## src/rtl/sysid_check_ctrl.sv

```systemverilog
// Avalon-MM read master that fetches the system-ID and timestamp words, compares them
// against build-time constants and reports pass/fail; optional periodic recheck after a pass.
module sysid_check_ctrl #(
   parameter int          ADDR_W      = 1,
   parameter int          ID_ADDR     = 0,
   parameter int          TS_ADDR     = 1,
   parameter logic [31:0] EXPECTED_ID = 32'h0000000A,
   parameter logic [31:0] EXPECTED_TS = 32'd1461311182,
   parameter int          TIMEOUT_CYC = 255,
   parameter int          MAX_RETRY   = 2,
   parameter int          RECHECK_CYC = 0,
   parameter bit          AUTO_START  = 1'b1
) (
   input  logic              clock,
   input  logic              reset_n,
   input  logic              start,
   output logic [ADDR_W-1:0] avm_address,
   output logic              avm_read,
   input  logic              avm_waitrequest,
   input  logic [31:0]       avm_readdata,
   input  logic              avm_readdatavalid,
   output logic              busy,
   output logic              done,
   output logic              pass,
   output logic              fail,
   output logic              timeout_err,
   output logic [31:0]       id_seen,
   output logic [31:0]       ts_seen
);

   localparam int                RC_W        = (RECHECK_CYC > 1) ? $clog2(RECHECK_CYC) : 1;
   localparam logic [RC_W-1:0]   RC_LAST     = RC_W'((RECHECK_CYC > 0) ? RECHECK_CYC - 1 : 0);
   localparam logic [15:0]       TO_LIMIT    = 16'(TIMEOUT_CYC);
   localparam logic [3:0]        RETRY_LIMIT = 4'(MAX_RETRY);
   localparam logic [ADDR_W-1:0] ID_A        = ADDR_W'(ID_ADDR);
   localparam logic [ADDR_W-1:0] TS_A        = ADDR_W'(TS_ADDR);

   typedef enum logic [2:0] {
      IDLE,
      RD_ID_REQ,
      RD_ID_WAIT,
      RD_TS_REQ,
      RD_TS_WAIT,
      CHECK,
      DONE
   } state_t;

   state_t          state;
   state_t          state_next;
   logic            auto_pending;
   logic [15:0]     tmo_cnt;
   logic [3:0]      retry_cnt;
   logic [RC_W-1:0] recheck_cnt;

   logic accept;
   logic tmo;
   logic retry;
   logic tmo_fatal;
   logic cap_id;
   logic cap_ts;
   logic at_limit;
   logic recheck_fire;
   logic trigger;
   logic match;
   logic in_read;
   logic enter_req;

   assign at_limit     = (tmo_cnt == TO_LIMIT);
   assign recheck_fire = (RECHECK_CYC != 0) && (state == DONE) && pass && (recheck_cnt == RC_LAST);
   assign trigger      = start || auto_pending || recheck_fire;
   assign match        = (id_seen == EXPECTED_ID) && (ts_seen == EXPECTED_TS);
   assign in_read      = (state == RD_ID_REQ) || (state == RD_ID_WAIT) ||
                         (state == RD_TS_REQ) || (state == RD_TS_WAIT);

   always_comb begin
      state_next = state;
      accept     = 1'b0;
      tmo        = 1'b0;
      retry      = 1'b0;
      tmo_fatal  = 1'b0;
      cap_id     = 1'b0;
      cap_ts     = 1'b0;
      case (state)
         IDLE, DONE: begin
            if (trigger) begin
               accept     = 1'b1;
               state_next = RD_ID_REQ;
            end
         end
         RD_ID_REQ: begin
            if (at_limit)              tmo = 1'b1;
            else if (!avm_waitrequest) state_next = RD_ID_WAIT;
         end
         RD_ID_WAIT: begin
            // data on the limit cycle still counts as a good read
            if (avm_readdatavalid) begin
               cap_id     = 1'b1;
               state_next = RD_TS_REQ;
            end else if (at_limit) begin
               tmo = 1'b1;
            end
         end
         RD_TS_REQ: begin
            if (at_limit)              tmo = 1'b1;
            else if (!avm_waitrequest) state_next = RD_TS_WAIT;
         end
         RD_TS_WAIT: begin
            if (avm_readdatavalid) begin
               cap_ts     = 1'b1;
               state_next = CHECK;
            end else if (at_limit) begin
               tmo = 1'b1;
            end
         end
         CHECK:   state_next = DONE;
         default: state_next = IDLE;
      endcase
      if (tmo) begin
         if (retry_cnt < RETRY_LIMIT) begin
            retry      = 1'b1;
            state_next = RD_ID_REQ;
         end else begin
            tmo_fatal  = 1'b1;
            state_next = DONE;
         end
      end
   end

   // a retry re-enters RD_ID_REQ, which must also restart the timeout window
   assign enter_req = ((state_next == RD_ID_REQ) || (state_next == RD_TS_REQ)) &&
                      ((state_next != state) || retry);

   always_ff @(posedge clock or negedge reset_n) begin
      if (!reset_n) begin
         state        <= IDLE;
         auto_pending <= AUTO_START;
         tmo_cnt      <= '0;
         retry_cnt    <= '0;
         recheck_cnt  <= '0;
         avm_address  <= '0;
         avm_read     <= 1'b0;
         busy         <= 1'b0;
         done         <= 1'b0;
         pass         <= 1'b0;
         fail         <= 1'b0;
         timeout_err  <= 1'b0;
         id_seen      <= '0;
         ts_seen      <= '0;
      end else begin
         state        <= state_next;
         auto_pending <= 1'b0;
         done         <= (state_next == DONE) && (state != DONE);
         busy         <= (state_next != IDLE) && (state_next != DONE);
         avm_read     <= (state_next == RD_ID_REQ) || (state_next == RD_TS_REQ);
         avm_address  <= (state_next == RD_TS_REQ) ? TS_A : ID_A;

         if (enter_req)    tmo_cnt <= '0;
         else if (in_read) tmo_cnt <= tmo_cnt + 16'd1;

         if (accept)     retry_cnt <= '0;
         else if (retry) retry_cnt <= retry_cnt + 4'd1;

         if (accept)
            recheck_cnt <= '0;
         else if ((RECHECK_CYC != 0) && (state == DONE) && pass)
            recheck_cnt <= recheck_cnt + RC_W'(1);

         if (accept) begin
            pass        <= 1'b0;
            fail        <= 1'b0;
            timeout_err <= 1'b0;
         end else if (state == CHECK) begin
            pass <= match;
            fail <= !match;
         end else if (tmo_fatal) begin
            fail        <= 1'b1;
            timeout_err <= 1'b1;
         end

         if (cap_id) id_seen <= avm_readdata;
         if (cap_ts) ts_seen <= avm_readdata;
      end
   end

endmodule

```

## config.mk

```make
export PLATFORM = sky130hd
export DESIGN_NAME = sysid_check_ctrl
export DESIGN_NICKNAME = d
export VERILOG_FILES = /design/src/rtl/sysid_check_ctrl.sv
export SDC_FILE = /design/constraint.sdc
export NUM_CORES = 1
export LEC_CHECK = 0
export BUFFER_PORTS_ARGS = -buffer_cell sky130_fd_sc_hd__buf_2
export CELL_PAD_IN_SITES_DETAIL_PLACEMENT = 1
export CELL_PAD_IN_SITES_GLOBAL_PLACEMENT = 1
export CORE_MARGIN = 2
export CORE_UTILIZATION = 45
export CTS_CLUSTER_DIAMETER = 50
export DETAILED_ROUTE_END_ITERATION = 16
export PLACE_DENSITY = 0.84
export SLEW_MARGIN = 20
export SYNTH_ARGS = -nofsm -noshare
export SYNTH_HDL_FRONTEND = slang
export SYNTH_SLANG_ARGS = --single-unit
```

## constraint.sdc

```tcl
create_clock -name clock -period 6.8 [get_ports clock]
set_input_delay 1.36 -clock clock [delete_from_list [all_inputs] [get_ports clock]]
set_output_delay 1.36 -clock clock [all_outputs]
set_load 0.05 [all_outputs]
```

# Yosys cells after proc, flatten, opt, wreduce, memory -nomap -nowiden

Index checks and enable logic that the tools add are counted.

Add/subtract/negate cells: 2
$mul: 0
Div/mod/pow operators: 0
$lt $le $gt $ge: 1
Equality and inequality tests: 16
Shift-type cells: 0
Muxes and demuxes: 34
Bitwise gates (word level): 0
Reductions and logical operators: 22

Operators by type and width:

| operator                | count |
|---|---|
| $eq A32 B31 Y1 const B  | 1 |
| $eq A32 B4 Y1 const B   | 1 |
| $mux W16                | 2 |
| $mux W3                 | 9 |
| $mux W1                 | 19 |
| $pmux W3 S6             | 1 |
| $add A16 B1 Y16 const B | 1 |
| $eq A16 B8 Y1 const B   | 1 |
| $eq A3 B3 Y1 const B    | 4 |
| $eq A3 B2 Y1 const B    | 3 |
| $mux W4                 | 2 |
| $reduce_bool A2 Y1      | 4 |
| $eq A3 B1 Y1 const B    | 2 |
| $logic_or A1 B1 Y1      | 6 |
| $ne A3 B3 Y1 const B    | 2 |
| $reduce_bool A3 Y1      | 2 |
| $reduce_or A2 Y1        | 3 |
| $add A4 B1 Y4 const B   | 1 |
| $logic_and A1 B1 Y1     | 4 |
| $lt A4 B2 Y1 const B    | 1 |
| $logic_not A3 Y1        | 1 |
| $ne A3 B3 Y1            | 1 |
| $ne A2 B2 Y1 const B    | 1 |
| $pmux W1 S2             | 1 |
| 2 further kinds         | 2 |

Flip-flop bits (word level): 95
Bits in latches: 0
Bits in writable memories: 0
Bits in read-only memories: 0
Bits of input ports: 37
Output and inout port bits: 71
Word-level logic and storage cells: 88
Memories kept: 0

# Longest topological paths before layout

Gate-level depths: netlist of the first run.

Word-level depth: 9
Depth in mapped cells: 9
Depth with buffers taken out: 8

# Worst setup path after synthesis of the first run

No wires, ideal clock.

Path kind: input-to-reg
Start point: in avm_readdatavalid
End point: reg tmo_cnt[6]
Library setup time: 0.127 ns
Data arrival time: 3.035 ns
Data required time: 6.673 ns
Path slack: 3.638 ns
Stages on the path: 7
Path buffers: 1
Cell sequence: or4b_2 -> o211ai_1 -> a21oi_2 -> a32o_1 -> o221ai_4 -> buf_6 -> a21oi_2

Longest elaborated chain between the ends: 7
Elaborated cells between the ends (all ways): 15
Classes of those cells: eq/ne: 3; mux: 8; reduce/logical: 4

RTL lines:

| element                                        | line     | RTL |
|---|---|---|
| start, declared                                | 21       | `input logic avm_readdatavalid,` |
| $mux W3, or another cell as far along          | 108      | `if (avm_readdatavalid) begin` |
| $pmux W3 S6 or $pmux W1 S2 (tied branches)     | 83       | `case (state)` |
| $mux W3                                        | 118      | `if (tmo) begin` |
| $eq A3 B1 Y1, or another cell as far along     | 130      | `assign enter_req = ((state_next == RD_ID_REQ) \|\| (state_next == RD_TS_REQ)) &&` |
| $logic_or A1 B1 Y1, on equally long branches   | 130, 131 |  |
| $logic_and A1 B1 Y1 (*)                        | 130      |  |
| $mux W16 or $reduce_bool A2 Y1 (tied branches) | --       |  |
| end signal, assigned                           | 158      | `else if (in_read) tmo_cnt <= tmo_cnt + 16'd1;` |
| end, declared                                  | 51       | `logic [15:0] tmo_cnt;` |

Mark *: on every way between the ends. The rest lies on a longest branch, timed or not.
A chain may end at the register's enable or synchronous reset.

# Final worst setup path of the first run

Start point: in avm_readdatavalid
End point: reg tmo_cnt[4]

Same word-level chain as after synthesis.

==> results_dict.tcl, run 1 <==
set metrics [dict create \
    period_needed_ns 3.29 \
    cts_inserted_buffers 9 \
    drc_errors 0 \
    drive_gt1_frac 0.477 \
    outcome "complete, no violations" \
    drv_cap 0 \
    cts_tree "yes" \
    cp.depth 7 \
    drv_slew 0 \
    drtAntennaViolNets 0 \
    num_antenna_cells 0 \
    fin_nets 488 \
    die_w_um 102 \
    initial_utilization 0.467 \
    yosys_warnings 0 \
    end_kind "flop" \
    dr_total_vias 3258 \
    power_frac_clock 0.127 \
    grt-ovfl-total 0 \
    power.density_nw_per_um2 563 \
    core_area_um2 9280 \
    cts_max_path_buffers 2 \
    path_clk_slew_ns 0.10 \
    yosysUniqueCellTypes 54 \
    switchingPower_mw 1.57 \
    crit_chain "buf_2 -> or4b_2 -> o211ai_1 -> a21oi_2 -> a32o_1 -> o221ai_4 -> a21oi_1" \
    fin_setup_tns_ns 0 \
    fin_cells 582 \
    worstHoldPathType "flop to flop" \
    setup_viol 0 \
    row_count 35 \
    antenna_found_initial 0 \
    hold_violations 0 \
    synthArstFlopShare 1.00 \
    dpl_cell_area_um2 5010 \
    drt_iter0_markers 108 \
    reg2reg_depth 8 \
    die_h_um 102 \
    grt_setup_unrepaired "no" \
    grt_usage 0.242 \
    comb_power_share 0.532 \
    seq_power_share 0.341 \
    worst_pin_slew_ns 0.992 \
    avgRoutedWirePerCell_um 20.4 \
    dpl.cell_count 566 \
    via_per_inst 5.60 \
    start_kind "input port" \
    ys_ff_latch 95 \
    cts_resized 0 \
    crit_fanout 16 \
    h-tree-depth 3 \
    p_leak_nw 2.39 \
    switching_share 0.535 \
    fp.dieArea_um2 10400 \
    synth-edff-count 0 \
    slowest_stage "or4b_2" \
    grt_max_degree 66 \
    p_int_mw 1.36 \
    required_ns 7.02 \
    hpwl_um 8580 \
    timing.fmax_mhz 304 \
    fin_skew_ns 0.0124 \
    peakVddDrop_uv 377 \
    critical_path_arrival_ns 3.51 \
    path_class "input port to flop" \
    worst_slack_ns 3.51 \
    synthToLayoutAreaGrowth_pct 20.2 \
    drt_pass1_iterations 4 \
    dp_slack_ns 3.09 \
    cts_hold_buffers 0 \
    final_area_um2 5210 \
    fin_crit_sh 0.484 \
    numPortBuffers 107 \
    seq_area_frac_synth 0.549 \
    synthFlopType "dfrtp_1" \
    syn_nets 378 \
    clock_latency_ns 0.38 \
    crit_family "compound AO/OA/AOI/OAI gates" \
    slowest_delay_ns 0.62 \
    syn-cell-area_um2 4330 \
    synth_area_per_cell_um2 12.8 \
    min_delay_path_depth 2 \
    post-cts-setup-buffers 0 \
    path_buf_inv 1 \
    clkSinkCount 95 \
    grt_pass1_wl_um 19000 \
    grt_pass1_vias 3517 \
    syn_inst 338 \
    slew_headroom 0.334 \
    cts_root_buffer "clkbuf_8" \
    globalplace.congestion 0.856 \
    routed_wl_um 11900 \
    io_pins 108 \
]
==> power groups by stage <==
stage | Sequential, mW | Combinational (mW) | Clock [mW]
finish | 0.999 | 1.56 | 0.372
global route | 1.03 | 1.63 | 0.399
floorplan | 1.63 | 0.518 | 0
global placement | 0.980 | 1.52 | 0
CTS | 0.996 | 1.57 | 0.382
detailed placement | 1.00 | 1.56 | 0
==> final timing paths <==
check                             startpoint      endpoint  slack [ns]
setup / recovery           avm_readdatavalid    tmo_cnt[4]        3.51
hold / removal                  retry_cnt[2]  retry_cnt[2]        0.54
setup reg to reg                    state[1]    tmo_cnt[4]        3.90
hold reg to reg                 retry_cnt[2]  retry_cnt[2]        0.54
max in group asynchronous            reset_n    tmo_cnt[1]        4.74
min in group asynchronous            reset_n          done        0.90
==> layout make-up <==
cell class / count / area, um^2
clock inverter: 7 / 72.6
multi-input combinational: 226 / 1890
fill: 1027 / 4080
clock buffer: 9 / 124
sequential: 95 / 2380
inverter: 6 / 22.5
timing repair buffer: 110 / 561
tap: 129 / 161
==> cell usage after synthesis, types with 2 or more instances <==
cell type   n  area, um^2
a211oi_1    2        15.0
nand4b_1    2        17.5
nand2b_1    3        18.8
nor4b_1     5        43.8
o31ai_1     4        30.0
a21oi_1    13        65.1
xor2_1      8        70.1
nor4bb_1    4        40.0
o21ai_0     3        15.0
nor3_1      5        25.0
nand4_1     7        43.8
mux2i_1     3        30.0
nand3_1     6        30.0
ha_1        3        37.5
nor2_1     14        52.6
buf_2       2        10.0
a21oi_2    11        96.3
and3_2      2        15.0
mux2_2     64         721
nor2b_1     3        18.8
dfrtp_1    94        2350
clkbuf_1    6        22.5
and3b_1     2        17.5
and4_1      2        17.5
or4_1       4        30.0
xnor2_1    10        87.6
and2_1      2        12.5
nor4_1      6        37.5
nand2_1    15        56.3
or3_1       2        12.5
and3_1      3        18.8
inv_1       6        22.5
==> layout by cell type (no fill, tap or decap), types with 2 or more instances in the layout <==
cell type,n
nor2_1,14
dfrtp_1,94
nor4bb_1,4
or3_1,2
and3_2,2
clkbuf_8,9
buf_4,4
nor2b_1,3
xor2_1,8
mux2i_1,3
and3_1,3
nor4b_1,4
nor4_1,6
or4_1,4
nand3_1,6
inv_6,2
a211oi_1,2
o21ai_0,3
nor3_1,5
nand2_1,15
o31ai_1,4
and4_1,2
and3b_1,2
inv_8,2
nand4b_1,2
a21oi_2,11
and2_1,2
xnor2_1,10
inv_1,6
buf_2,106
mux2_2,64
a21oi_1,13
nand4_1,7
nand2b_1,3
ha_1,3
==> routing by layer <==
layer  vias to the layer above  GRT usage  wire (um)
li1                       1466          -          -
met1                      1669      0.300       4800
met2                       102      0.412       6060
met3                        21     0.0602        749
met4                         0     0.0903        261
met5                         -          0          0
==> state kept, by name, indices dropped and copies added, names as in the netlist <==
signal and cells:
auto_pending 1, avm_address 1, avm_read 1, busy 1, done 1, fail 1, id_seen 32, pass 1
retry_cnt 4, state 3, timeout_err 1, tmo_cnt 16, ts_seen 32
==> metrics by stage <==
step	hold WS [ns]	utilization	total power, mW
floorplan	0.479	-	2.15
global placement	0.503	0.540	2.50
CTS	0.544	0.561	2.95
finish	0.536	0.561	2.93
global route	0.559	0.561	3.06
detailed placement	0.517	0.540	2.56
==> worst min-delay path: stages, from the launching register on <==
cell and delay [ns]:
dfrtp_1 0.38, a21oi_1 0.05, nor2_1 0.08
==> kinds of logic after synthesis <==
kind of cell | count (synthesis) | share of synthesized area
XOR/XNOR | 18 | 0.0364
buffers and inverters | 17 | 0.0179
flip-flops | 95 | 0.549
multiplexers | 67 | 0.173
other | 1 | 0.000866
adder cells (fa/ha/maj) | 3 | 0.00867
AND/OR/NAND/NOR | 94 | 0.135
AO/OA/AOI/OAI | 43 | 0.0789
Power figures use the tool's default switching activity.
==> inputs of run 2 (changes only) <==
--- a/config.mk
+++ b/config.mk
@@ -9,10 +9,10 @@
 export CELL_PAD_IN_SITES_DETAIL_PLACEMENT = 1
 export CELL_PAD_IN_SITES_GLOBAL_PLACEMENT = 1
 export CORE_MARGIN = 2
-export CORE_UTILIZATION = 45
+export CORE_UTILIZATION = 42
 export CTS_CLUSTER_DIAMETER = 50
 export DETAILED_ROUTE_END_ITERATION = 16
-export PLACE_DENSITY = 0.84
+export PLACE_DENSITY = 0.79
 export SLEW_MARGIN = 20
 export SYNTH_ARGS = -nofsm -noshare
 export SYNTH_HDL_FRONTEND = slang
==> constraint.sdc (replaced) <==
create_clock -name clock -period 3.14 [get_ports clock]
set_input_delay 0.628 -clock clock [delete_from_list [all_inputs] [get_ports clock]]
set_output_delay 0.628 -clock clock [all_outputs]
set_load 0.05 [all_outputs]
==> run 2 against run 1 <==
Utilization is 4.2 points lower. Critical endpoint is now avm_address. Global-route usage fell by 3.6 points. Flip-flop and latch count did not move. Clock skew fell by 0.0020 ns. Cell area is 1.5% higher. Via count fell by 2.5%. Die area grew 6.9%. First-iteration DRC count down 5.6%.
==> results_dict.tcl, run 2 (synthesized netlist as in run 1, its figures left out) <==
set metrics [dict create \
    fin_cells 595 \
    io_pins 108 \
    cts_max_path_buffers 2 \
    crit_chain "buf_4 -> xor2_1 -> nor3_1 -> o31ai_1 -> a21boi_4 -> buf_4 -> nor2b_1" \
    cts_resized 0 \
    layout_common_cells "106 x buf_2, 94 x dfrtp_1, 64 x mux2_2" \
    setup.worst_path.start "state[1]" \
    fin_crit_sh 0.837 \
    worstHoldPathType "input port to async pin" \
    avgRoutedWirePerCell_um 18.8 \
    power.density_nw_per_um2 1210 \
    crit_path_frequent_cell "buf_4" \
    required_ns 3.42 \
    worst_pin_slew_ns 1.02 \
    grt_usage 0.206 \
    setup_viol 0 \
    cts_root_buffer "clkbuf_8" \
    cts_tree "yes" \
    initial_utilization 0.425 \
    numPortBuffers 107 \
    clkSinkCount 95 \
    reg2reg_slack_ns 0.51 \
    die_h_um 106 \
    fin_setup_tns_ns 0 \
    cts_inserted_buffers 9 \
    hold_violations 0 \
    grt-ovfl-total 0 \
    critical_path_arrival_ns 2.91 \
    drv_cap 0 \
    path_clk_slew_ns 0.09 \
    timing.fmax_mhz 380 \
    die_w_um 106 \
    antenna_found_initial 0 \
    routed_wl_um 11200 \
    grt_pass1_vias 3424 \
    num_antenna_cells 0 \
    cts_hold_buffers 0 \
    path_class "flop to flop" \
    reg2reg_depth 7 \
    p_leak_nw 2.43 \
    outcome "complete, no violations" \
    reg2reg_to "avm_address" \
    end_kind "flop" \
    post-cts-setup-buffers 0 \
    top_regs "id_seen (32), ts_seen (32), tmo_cnt (16)" \
    whs_ns 0.260 \
    peakVddDrop_uv 762 \
    globalplace.congestion 0.862 \
    fin_nets 494 \
    fp.dieArea_um2 11100 \
    dpl.cell_count 579 \
    final_area_um2 5280 \
    crit_family "simple AND/OR/NAND/NOR gates" \
    drc_errors 0 \
    row_count 37 \
    layout_commonest_cell "buf_2" \
    r2r_start "state[1]" \
    grt_pass1_wl_um 18100 \
    start_kind "flop" \
    clock_latency_ns 0.36 \
    h-tree-depth 3 \
    dpl_cell_area_um2 5080 \
    hpwl_um 8190 \
    slowest_stage "nor3_1" \
    fin_skew_ns 0.0105 \
    path_buf_inv 2 \
    slew_headroom 0.318 \
    core_area_um2 10200 \
    drive_gt1_frac 0.481 \
    drt_pass1_iterations 4 \
    drt_iter0_markers 102 \
    slowest_delay_ns 0.78 \
    drv_slew 0 \
    period_needed_ns 2.63 \
    grt_max_degree 46 \
    synthToLayoutAreaGrowth_pct 22.0 \
    via_per_inst 5.34 \
    drtAntennaViolNets 0 \
    crit_fanout 18 \
    grt_setup_unrepaired "no" \
    dr_total_vias 3178 \
]
[run 2: power by group]
| part | internal (mW) | total, mW | switching [mW] |
|---|---|---|---|
| combinational | 0.988 | 3.46 | 2.47 |
| clock | 0.399 | 0.844 | 0.445 |
| sequential | 1.69 | 2.09 | 0.393 |
| total | 3.08 | 6.39 | 3.31 |
[run 2: layout make-up]
type                    count  area [um^2]
clock inverters             5         66.3
inverters                   6         22.5
flip-flops and latches     95         2380
multi-input cells         226         1890
clock buffers              11          141
fillers                  1115         4900
repair buffers            116          618
well taps                 136          170
[run 2: routing by layer]
metal,track usage,up-vias,part of all wire
met4,0.0479,0,0.012
met3,0.0637,10,0.076
li1,-,1476,-
met5,0,-,0
met2,0.337,95,0.48
met1,0.271,1597,0.43
[run 2: how the worst max path moves through the flow]
stage                        endpoint  slack (ns)  cells after the start
after detailed placement   tmo_cnt[1]        0.39                      8
final                     avm_address        0.51                      7
after CTS                 avm_address        0.51                      7
after floorplan            tmo_cnt[6]        0.71                      7
after global routing      avm_address        0.32                      7
after global placement     tmo_cnt[1]        0.42                      8
[run 2: through the flow]
stage / utilization / power, mW / setup slack, ns
floorplan: - / 4.66 / 0.710
global placement: 0.498 / 5.52 / 0.417
detailed placement: 0.498 / 5.59 / 0.386
CTS: 0.519 / 6.44 / 0.509
global route: 0.519 / 6.71 / 0.318
finish: 0.519 / 6.39 / 0.510
